File: config.mk
export PLATFORM = sky130hd
export DESIGN_NAME = io_device
export DESIGN_NICKNAME = d
export VERILOG_FILES = /design/src/rtl/io_device.sv
export SDC_FILE = /design/constraint.sdc
export NUM_CORES = 1
export LEC_CHECK = 0
export ABC_CLOCK_PERIOD_IN_PS = 6200
export CORE_MARGIN = 3
export CORE_UTILIZATION = 54
export DETAILED_ROUTE_END_ITERATION = 8
export GPL_ROUTABILITY_DRIVEN = 0
export PLACE_DENSITY = 0.85
export SLEW_MARGIN = 20
export SYNTH_ARGS = -nofsm -noshare
export SYNTH_HDL_FRONTEND = slang
export SYNTH_SLANG_ARGS = --single-unit
File: constraint.sdc
create_clock -name CLK -period 6.2 [get_ports CLK]
set_input_delay 1.24 -clock CLK [delete_from_list [all_inputs] [get_ports CLK]]
set_output_delay 1.24 -clock CLK [all_outputs]
set_load 0.1 [all_outputs]
File: src/rtl/io_device.sv
// io_device: keyboard FIFO feeding INPR/FGI and OUTR/FGO display handshake FSMs.
// Define IO_DEVICE_OVERRUN_EN to add the saturating overrun_cnt output.
module io_device #(
  parameter int u = 8,
  parameter int DEPTH = 4
) (
  input  logic         CLK,
  input  logic         RST,
  input  logic         key_valid,
  input  logic [u-1:0] key_data,
  output logic         key_ready,
  output logic [u-1:0] datain,
  output logic         set_FGI,
  input  logic         FGI,
  input  logic [u-1:0] dataout,
  input  logic         FGO,
  output logic         set_FGO,
  output logic         disp_valid,
  output logic [u-1:0] disp_data,
  input  logic         disp_ready
`ifdef IO_DEVICE_OVERRUN_EN
  ,
  output logic [7:0]   overrun_cnt
`endif
);
  localparam int AW = $clog2(DEPTH);
  localparam int CW = AW + 1;
  typedef enum logic [1:0] {IN_IDLE, IN_LOAD, IN_WAIT} in_st_e;
  typedef enum logic [1:0] {OUT_IDLE, OUT_SEND, OUT_ACK, OUT_WAIT} out_st_e;
  in_st_e in_q, in_d;
  out_st_e out_q, out_d;
  logic [u-1:0] mem_q [DEPTH];
  logic [AW-1:0] wr_q, rd_q;
  logic [CW-1:0] cnt_q;
  logic [u-1:0] datain_q, disp_q;
  logic push, pop;

  assign key_ready = cnt_q != CW'(DEPTH);
  assign push = key_valid && key_ready;
  assign pop = in_q == IN_IDLE && cnt_q != '0 && !FGI;

  always_ff @(posedge CLK)
    if (push) mem_q[wr_q] <= key_data;

  always_ff @(posedge CLK or posedge RST)
    if (RST) begin
      wr_q <= '0;
      rd_q <= '0;
      cnt_q <= '0;
      datain_q <= '0;
      disp_q <= '0;
    end else begin
      if (push) wr_q <= wr_q + AW'(1);
      if (pop) begin
        rd_q <= rd_q + AW'(1);
        datain_q <= mem_q[rd_q];
      end
      cnt_q <= cnt_q + CW'(push) - CW'(pop);
      if (out_q == OUT_IDLE && !FGO) disp_q <= dataout;
    end

  // Output FSM resets into OUT_ACK so the display announces itself ready once.
  always_ff @(posedge CLK or posedge RST)
    if (RST) begin
      in_q <= IN_IDLE;
      out_q <= OUT_ACK;
    end else begin
      in_q <= in_d;
      out_q <= out_d;
    end

  always_comb begin
    in_d = in_q == IN_IDLE ? (pop ? IN_LOAD : IN_IDLE) :
           in_q == IN_LOAD ? IN_WAIT :
           (in_q == IN_WAIT && FGI) ? IN_WAIT : IN_IDLE;
    out_d = out_q == OUT_IDLE ? (FGO ? OUT_IDLE : OUT_SEND) :
            out_q == OUT_SEND ? (disp_ready ? OUT_ACK : OUT_SEND) :
            out_q == OUT_ACK  ? OUT_WAIT :
            FGO ? OUT_IDLE : OUT_WAIT;
  end

  always_comb begin
    set_FGI = in_q == IN_LOAD;
    datain = datain_q;
    disp_valid = out_q == OUT_SEND;
    set_FGO = out_q == OUT_ACK;
    disp_data = disp_q;
  end

`ifdef IO_DEVICE_OVERRUN_EN
  always_ff @(posedge CLK or posedge RST)
    if (RST) overrun_cnt <= '0;
    else if (key_valid && !key_ready && overrun_cnt != 8'hFF) overrun_cnt <= overrun_cnt + 8'd1;
`endif
endmodule

# Yosys cells after proc, flatten, opt, wreduce, memory -nomap -nowiden
# Memories as Yosys holds them, arrays and structs flattened. A register that Yosys moved wholly into a read port is not among the register bits.
# Index checks and enable logic that the tools add are counted.
[totals]
register_bits = 19
ram_bits = 32
in_bits = 22
output_inout_bits = 20
wordCells = 38
n_memories = 1
[memory_table]
columns = ["memory", "depth", "word_bits", "read_ports", "rd_clocked_by_memory_dff", "write_ports", "line_no", "source"]
rows = [
  ["mem_q", 4, 8, 1, 1, 1, "32", "logic [u-1:0] mem_q [DEPTH];"],
]
[classes]
n_addsub = 4
eq_ne = 5
n_mux = 12
reduce_logical = 10
[op_table]
columns = ["cell", "count"]
rows = [
  ["$mux W2", 8],
  ["$logic_and A1 B1 Y1", 5],
  ["$add A2 B1 Y2 const B", 2],
  ["$eq A2 B1 Y1 const B", 2],
  ["$eq A2 B2 Y1 const B", 2],
  ["$logic_not A2 Y1", 2],
  ["$mux W1", 4],
  ["$add A3 B1 Y3", 1],
  ["$ne A3 B3 Y1 const B", 1],
  ["$reduce_bool A3 Y1", 1],
  ["$sub A3 B1 Y3", 1],
  ["$logic_not A1 Y1", 2],
]

# Depth between registers and ports, before layout
# Gate-level depths: netlist of run 1.
[depth]
depth_word = 5
mapped_depth = 10

# Worst setup path after synthesis of run 1
# OpenSTA, ideal clock, no wires.
[synth_path]
kind = "register -> output"
start = "register out_q[1]"
end = "output set_FGO"
arrival_ns = 1.927
t_required_ns = 4.960
path_slack_ns = 3.033
path_stages_with_launch = 2
n_path_buf = 0
path_cell_list = "dfstp_2 > nor2b_1"
[synth_between]
elab_chain_len = 1
[synth_lines]
columns = ["item", "line_no", "source"]
rows = [
  ["start: declaration", "31", "out_st_e out_q, out_d;"],
  ["start signal: assignment", "69", "out_q <= out_d;"],
  ["$eq A2 B2 Y1", "86", "set_FGO = out_q == OUT_ACK;"],
  ["end: declaration", "17", "output logic set_FGO,"],
]
# Every way passes these cells.

# Worst setup path in the final report of run 1
[layout_path]
start = "register cnt_q[1]"
end = "output key_ready"
[layout_between]
elab_chain_len = 1
[layout_lines]
columns = ["item", "line_no", "source"]
rows = [
  ["start: declaration", "34", "logic [CW-1:0] cnt_q;"],
  ["start signal: assignment", "58", "cnt_q <= cnt_q + CW'(push) - CW'(pop);"],
  ["$ne A3 B3 Y1", "38", "assign key_ready = cnt_q != CW'(DEPTH);"],
  ["end: declaration", "11", "output logic key_ready,"],
]
# Every way passes these cells.

==> summary.txt, run 1 <==
Critical path
  • Worst stage delay on the critical path: 0.98 ns
  • Delay-heaviest family, CP: buffers and inverters
  • CP Data Required Time: 4.96 ns
  • Max stage delay cell, worst path: clkdlybuf4s50_1
  • Worst Setup End Kind: primary output
  • Arr. time, crit path: 2.21 ns
  • Worst path cell trace: or3b_4 > clkdlybuf4s50_1
  • Startpoint types: register
  • Worst Path Max Fanout: 6
  • Crit Path Class: register to primary output
  • Critical path buffer and inverter count: 1

Floorplanning
  • Die area: 5229 µm²
  • Core area: 4115 µm²
  • Cell Rows: 23
  • Starting Density: 57.71%
  • Die Y: 72.32 µm
  • Die X-Extent: 72.32 µm
  • I/O pins: 42

Placed design
  • Number of buffers added on ports: 41
  • Post-DP Area: 2816 µm²
  • DP Wirelength: 2773 µm

Synthesis
  • Share of the synthesized area in the top cell type: 40.46%
  • Flops & latches, synth: 59
  • Area contributors post-synth: edfxtp_1 40%, dfrtp_1 27%, mux2_2 7.6%, mux4_2 5.7%, ha_1 3.2%
  • Largest family of logic cells by synthesized area: multiplexers
  • Post-synth ARST share: 45.76%
  • Net Count, Synth: 158
  • Commonest cells in the netlist: 32 x edfxtp_1, 26 x dfrtp_1, 16 x mux2_2
  • Post-Synthesis Cell Area: 2375 µm²
  • Yosys top cell by area: edfxtp_1
  • Simple-gate area share of the yosys netlist: 5.479%
  • Post-Synth XOR/XNOR Area: 1.844%
  • Mean post-synth cell area: 18.41 µm²
  • Seq/Total Area, Yosys: 68.97%
  • Synth Area in Compound Gates: 0.7376%
  • Number of library cell types mapped by synthesis: 29
  • Ys flop type: edfxtp_1
  • Mapped Cells: 129
  • Multiplexer share of the synthesized area: 16.54%
  • Adder-cell share of the synthesized area: 4.004%
  • Post-synth EDFFs: 32
  • Most common cell in the synthesized netlist: edfxtp_1
  • Synth warnings: 0

Detailed routing
  • DR iter-0 viols: 74
  • Vias/cell: 5.198
  • Drt total wl: 3965 µm
  • Vias: 1,206
  • WL per Instance: 17.09 µm
  • DRC: 0
  • Initial DRT Pass Iterations: 4
  • Antenna viol nets, final: 0

Timing
  • Fin. Hold Viols: 0
  • Setup TNS: 0 ns
  • FMAX: 289.9 MHz
  • Crit path time final: 3.449 ns
  • Worst slew margin: 33.92%
  • Actual slew at the worst max-slew pin: 0.9881 ns
  • Final setup fails: 0
  • RSZ-0062 raised after global routing: false
  • Final slew viol count: 0
  • Hold WS: 0.5059 ns
  • Layout Skew: 0.01103 ns
  • Tcrit/Tclk final: 55.63%

Layout
  • Design area: 3059 µm²
  • Number of diodes: 0
  • Share of cells above drive strength 1: 25.27%
  • Area delta synth->final: 28.82%
  • Fill cell count: 237
  • Fin nets: 206

CTS
  • Setup Fix Bufs, Post-CTS: 0
  • Skew-Pair Late Insertion Delay: 0.33 ns
  • Post-CTS sizing: 0
  • CTS tree: yes
  • CTS root buf: clkbuf_8
  • Max clock buf depth: 2
  • H-tree levels: 3
  • Hold buffers post-CTS: 0
  • Clk slew on worst S/H paths: 0.07 ns
  • CTS sink cnt: 59
  • CTS Buf Count: 9

Global route
  • Largest net degree at the start of global routing: 28
  • Vias in the first global route: 1,395
  • First-pass GRT wire length: 6651 µm
  • Global route total overflow: 0
  • Initial antenna violation count: 0
  • Global Route Usage Sum: 17.85%

Hold path
  • HP Class: register to register

Run status
  • Status: finished clean

Flow run
  • Max Cap Viol: 0
[through the flow]
| stage | setup WS, ns | utilization (%) | instances |
|---|---|---|---|
| 2_1_floorplan | 3.033 | - | 129 |
| 3_3_place_gp | 2.615 | 68.44 | 216 |
| 3_5_place_dp | 2.461 | 68.44 | 216 |
| 4_1_cts | 2.727 | 74.34 | 232 |
| 5_1_grt | 2.576 | 74.34 | 232 |
| 6_report | 2.751 | 74.34 | 232 |
[kinds of logic (layout without fill, tap and decap cells)]
group,Yosys count,after routing
simple gates,18,18
compound gates,3,3
mux,26,26
fa+ha+maj,7,7
xor+xnor,5,5
buf+inv,11,64
flops,59,59
[registers in the layout, summed over array words and instances (netlist names)]
signal / cells
rd_q: 2
wr_q: 2
in_q: 2
mem_q: 32
disp_data: 8
out_q: 2
datain: 8
cnt_q: 3
[worst paths after layout]
kind	to	cells past startpoint	from	slack, ns
worst min-delay path	datain[0]$_DFFE_PP0P_	1	datain[0]$_DFFE_PP0P_	0.51
worst max register to register	cnt_q[2]$_DFF_PP0_	9	cnt_q[1]$_DFF_PP0_	3.63
max in group asynchronous	datain[7]$_DFFE_PP0P_	2	RST	4.54
worst max-delay path	key_ready	2	cnt_q[1]$_DFF_PP0_	2.75
worst min register to register	datain[0]$_DFFE_PP0P_	1	datain[0]$_DFFE_PP0P_	0.51
min in group asynchronous	cnt_q[1]$_DFF_PP0_	2	RST	1.28
[worst register-to-register path: cells and delay by family, from the launching register on]
| family | cells | cell delay, ns |
|---|---|---|
| adders and majority gates | 3 | 0.88 |
| and+or+nand+nor | 2 | 0.69 |
| DFF | 1 | 0.44 |
| xor gates and xnor gates | 2 | 0.34 |
| buffers and inverters | 2 | 0.13 |
[routing by layer]
layer  track usage (%)  routed length (µm)
met1             20.91                1649
met2             29.63                2107
met3             4.571                 140
met4             10.65                  68
met5                 0                   0
[area by class of cell]
type	count	area, µm²	share of cell area [%]
clock buffer	12	145.1	4.744
sequential	59	1638	53.54
timing repair buffer	41	410.4	13.42
multi-input combinational	59	679.4	22.21
inverter	7	26.28	0.8589
tap	50	62.56	2.045
clock inverter	4	97.59	3.190
[placed cells by master (no fill, tap or decap), types with 3 or more instances in the layout]
cell type	count
clkdlybuf4s50_1	41
edfxtp_1	32
dfrtp_1	26
mux2_2	16
clkbuf_8	10
mux4_2	6
inv_1	6
ha_1	6
and3_2	4
nor2b_1	3
xnor2_1	3
bufinv_16	3
Power of run 1 is left out: the tool's default activity adds up to more than one toggle a clock period on the data nets, which glitch-free logic cannot reach.
==> run 2: changes to the inputs <==
--- a/config.mk
+++ b/config.mk
@@ -5,12 +5,12 @@
 export SDC_FILE = /design/constraint.sdc
 export NUM_CORES = 1
 export LEC_CHECK = 0
-export ABC_CLOCK_PERIOD_IN_PS = 6200
+export ABC_CLOCK_PERIOD_IN_PS = 2800
 export CORE_MARGIN = 3
-export CORE_UTILIZATION = 54
+export CORE_UTILIZATION = 47
 export DETAILED_ROUTE_END_ITERATION = 8
 export GPL_ROUTABILITY_DRIVEN = 0
-export PLACE_DENSITY = 0.85
+export PLACE_DENSITY = 0.78
 export SLEW_MARGIN = 20
 export SYNTH_ARGS = -nofsm -noshare
 export SYNTH_HDL_FRONTEND = slang
==> constraint.sdc (replaced) <==
create_clock -name CLK -period 2.8 [get_ports CLK]
set_input_delay 0.56 -clock CLK [delete_from_list [all_inputs] [get_ports CLK]]
set_output_delay 0.56 -clock CLK [all_outputs]
set_load 0.1 [all_outputs]
==> summary.txt, run 2 (same netlist as run 1, synthesis figures left out) <==
Placed design
  • DP Wirelength: 2783 µm (+0.35%)
  • Post-Place Worst Slack: 0.1064 ns (-2.354 ns)
  • Placed Instances: 235 (+8.8%)
  • Number of buffers added on ports: 41 (unchanged)

Critical path
  • Worst R2R End: cnt_q[2]$_DFF_PP0_
  • Crit Path Class: register to register
  • Startpoint types: register
  • Max stage delay cell, worst path: or3b_4
  • R2R depth: 10 (+1)
  • Critical path's most frequent cell: inv_1
  • Worst path cell trace: or3b_4 > and2_4 > inv_1 > ha_1 > inv_1 > ha_1 > inv_1 > fa_1 > xnor2_1 > xnor2_1
  • Worst Path Max Fanout: 6 (unchanged)
  • Worst stage delay on the critical path: 0.45 ns (-0.53 ns)
  • Delay-heaviest family, CP: adder cells
  • Worst Setup End Kind: register
  • Arr. time, crit path: 2.62 ns (+0.41 ns)
  • Critical path buffer and inverter count: 3 (+2)
  • R2R Path Start: cnt_q[1]$_DFF_PP0_
  • R2r setup slk: 0.42 ns (-3.21 ns)
  • CP Data Required Time: 3.04 ns (-1.92 ns)

Layout
  • Max reg flops: 32 (unchanged)
  • Most frequent cells in the layout: 32 x edfxtp_1, 26 x dfrtp_1, 22 x buf_4
  • Register area: 1638 µm² (unchanged)
  • Post-route insts no fill: 251 (+8.2%)
  • Most common cell after layout, fill and taps aside: edfxtp_1
  • Fin nets: 208 (+0.97%)
  • Reg with most FFs: mem_q
  • Share of cells above drive strength 1: 34.78% (+9.5 points)
  • Area delta synth->final: 24.82%
  • Number of diodes: 0 (unchanged)
  • Fill cell count: 385 (+62%)
  • Area of the multi-input gates: 679.4 µm² (unchanged)

Timing
  • FMAX: 419.6 MHz
  • Layout Skew: 0.006470 ns (-0.004557 ns)
  • Setup TNS: 0 ns (unchanged)
  • Final setup fails: 0 (unchanged)
  • RSZ-0062 raised after global routing: false
  • Final slew viol count: 0 (unchanged)
  • Crit path time final: 2.383 ns
  • Worst slew margin: 59.57% (+26 points)
  • Fin. Hold Viols: 0 (unchanged)
  • Tcrit/Tclk final: 85.11%
  • Final setup margin: 0.4170 ns (-2.334 ns)
  • Actual slew at the worst max-slew pin: 0.6031 ns (-0.3850 ns)

CTS
  • Max clock buf depth: 2 (unchanged)
  • CTS root buf: clkbuf_8
  • Skew-Pair Late Insertion Delay: 0.33 ns (about the same)
  • CTS sink cnt: 59 (unchanged)
  • CTS Buf Count: 9 (unchanged)
  • CTS tree: yes
  • Clk slew on worst S/H paths: 0.06 ns (about the same)
  • Hold buffers post-CTS: 0 (unchanged)
  • Setup Fix Bufs, Post-CTS: 0 (unchanged)
  • Post-CTS sizing: 0 (unchanged)
  • H-tree levels: 3 (unchanged)

Run status
  • Status: finished clean

Detailed routing
  • Vias/cell: 4.968 (-4.4%)
  • Initial DRT Pass Iterations: 4 (unchanged)
  • Drt total wl: 4004 µm (+0.98%)
  • Antenna viol nets, final: 0 (unchanged)
  • DRC: 0 (unchanged)
  • Vias: 1,247 (+3.4%)
  • DR iter-0 viols: 64 (-14%)
  • WL per Instance: 15.95 µm (-6.7%)

Floorplanning
  • Die Y: 77.08 µm (+6.6%)
  • Cell Rows: 25 (+8.7%)
  • I/O pins: 42 (unchanged)
  • Die area: 5941 µm² (+14%)
  • Core area: 4817 µm² (+17%)
  • Starting Density: 49.30% (-8.4 points)
  • Die X-Extent: 77.08 µm (+6.6%)

Global route
  • First-pass GRT wire length: 6803 µm (+2.3%)
  • Vias in the first global route: 1,383 (-0.86%)
  • Initial antenna violation count: 0 (unchanged)
  • Global route total overflow: 0 (unchanged)
  • Largest net degree at the start of global routing: 28 (unchanged)
  • Global Route Usage Sum: 15.57% (-2.3 points)

Flow run
  • Max Cap Viol: 0 (unchanged)

Hold path
  • Hold path start: disp_data[6]$_DFFE_PP0P_
  • Hold-critical path endpoint: disp_data[6]$_DFFE_PP0P_
  • Hold Path Stages: 1 (unchanged)
  • HP Class: register to register
[run 2: cell types whose count changed in the layout (fill, tap and decap cells not counted), sizes merged]
cell	before	now
buf	0	22
bufinv	3	0
clkbuf	12	15
clkinvlp	1	0
clkinv	0	1
clkdlybuf4s50	41	21
[run 2: how the worst max path moves through the flow]
| stage | end | start | depth (start not counted) | slack, ns |
|---|---|---|---|---|
| 5_1_grt | cnt_q[2]$_DFF_PP0_ | cnt_q[1]$_DFF_PP0_ | 10 | 0.21 |
| 4_1_cts | cnt_q[2]$_DFF_PP0_ | cnt_q[1]$_DFF_PP0_ | 10 | 0.39 |
| 2_1_floorplan | set_FGO | out_q[1]$_DFF_PP1_ | 1 | 0.31 |
| 3_5_place_dp | cnt_q[2]$_DFF_PP0_ | FGI | 10 | 0.11 |
| 6_report | cnt_q[2]$_DFF_PP0_ | cnt_q[1]$_DFF_PP0_ | 10 | 0.42 |
| 3_3_place_gp | cnt_q[2]$_DFF_PP0_ | FGI | 10 | 0.23 |
[run 2: metal layers]
layer	vias up	share of wire (%)	GRT usage (%)	wire (µm)
li1	579	-	-	-
met1	629	39	17.71	1578
met2	34	54	25.61	2146
met3	5	5.6	6.221	223
met4	0	1.4	7.473	55
met5	-	0	0	0
[run 2: cell type report]
type / instances / share of cell area, %
clock buffers: 15 / 5.276
clock inverters: 1 / 0.1688
inverters: 7 / 0.8865
multi-input cells: 59 / 22.92
flip-flops and latches: 59 / 55.26
well taps: 67 / 2.828
repair buffers: 43 / 12.66
[run 2: stage by stage]
stage,utilization [%],hold slack [ns],instance area [µm²]
finish,61.53,0.5103,2964
floorplan,-,0.5028,2375
detailed placement,58.18,0.4975,2803
global placement,58.18,0.4915,2803
global route,61.53,0.5310,2964
CTS,61.53,0.5109,2964
Power of run 2 is left out for the same reason.
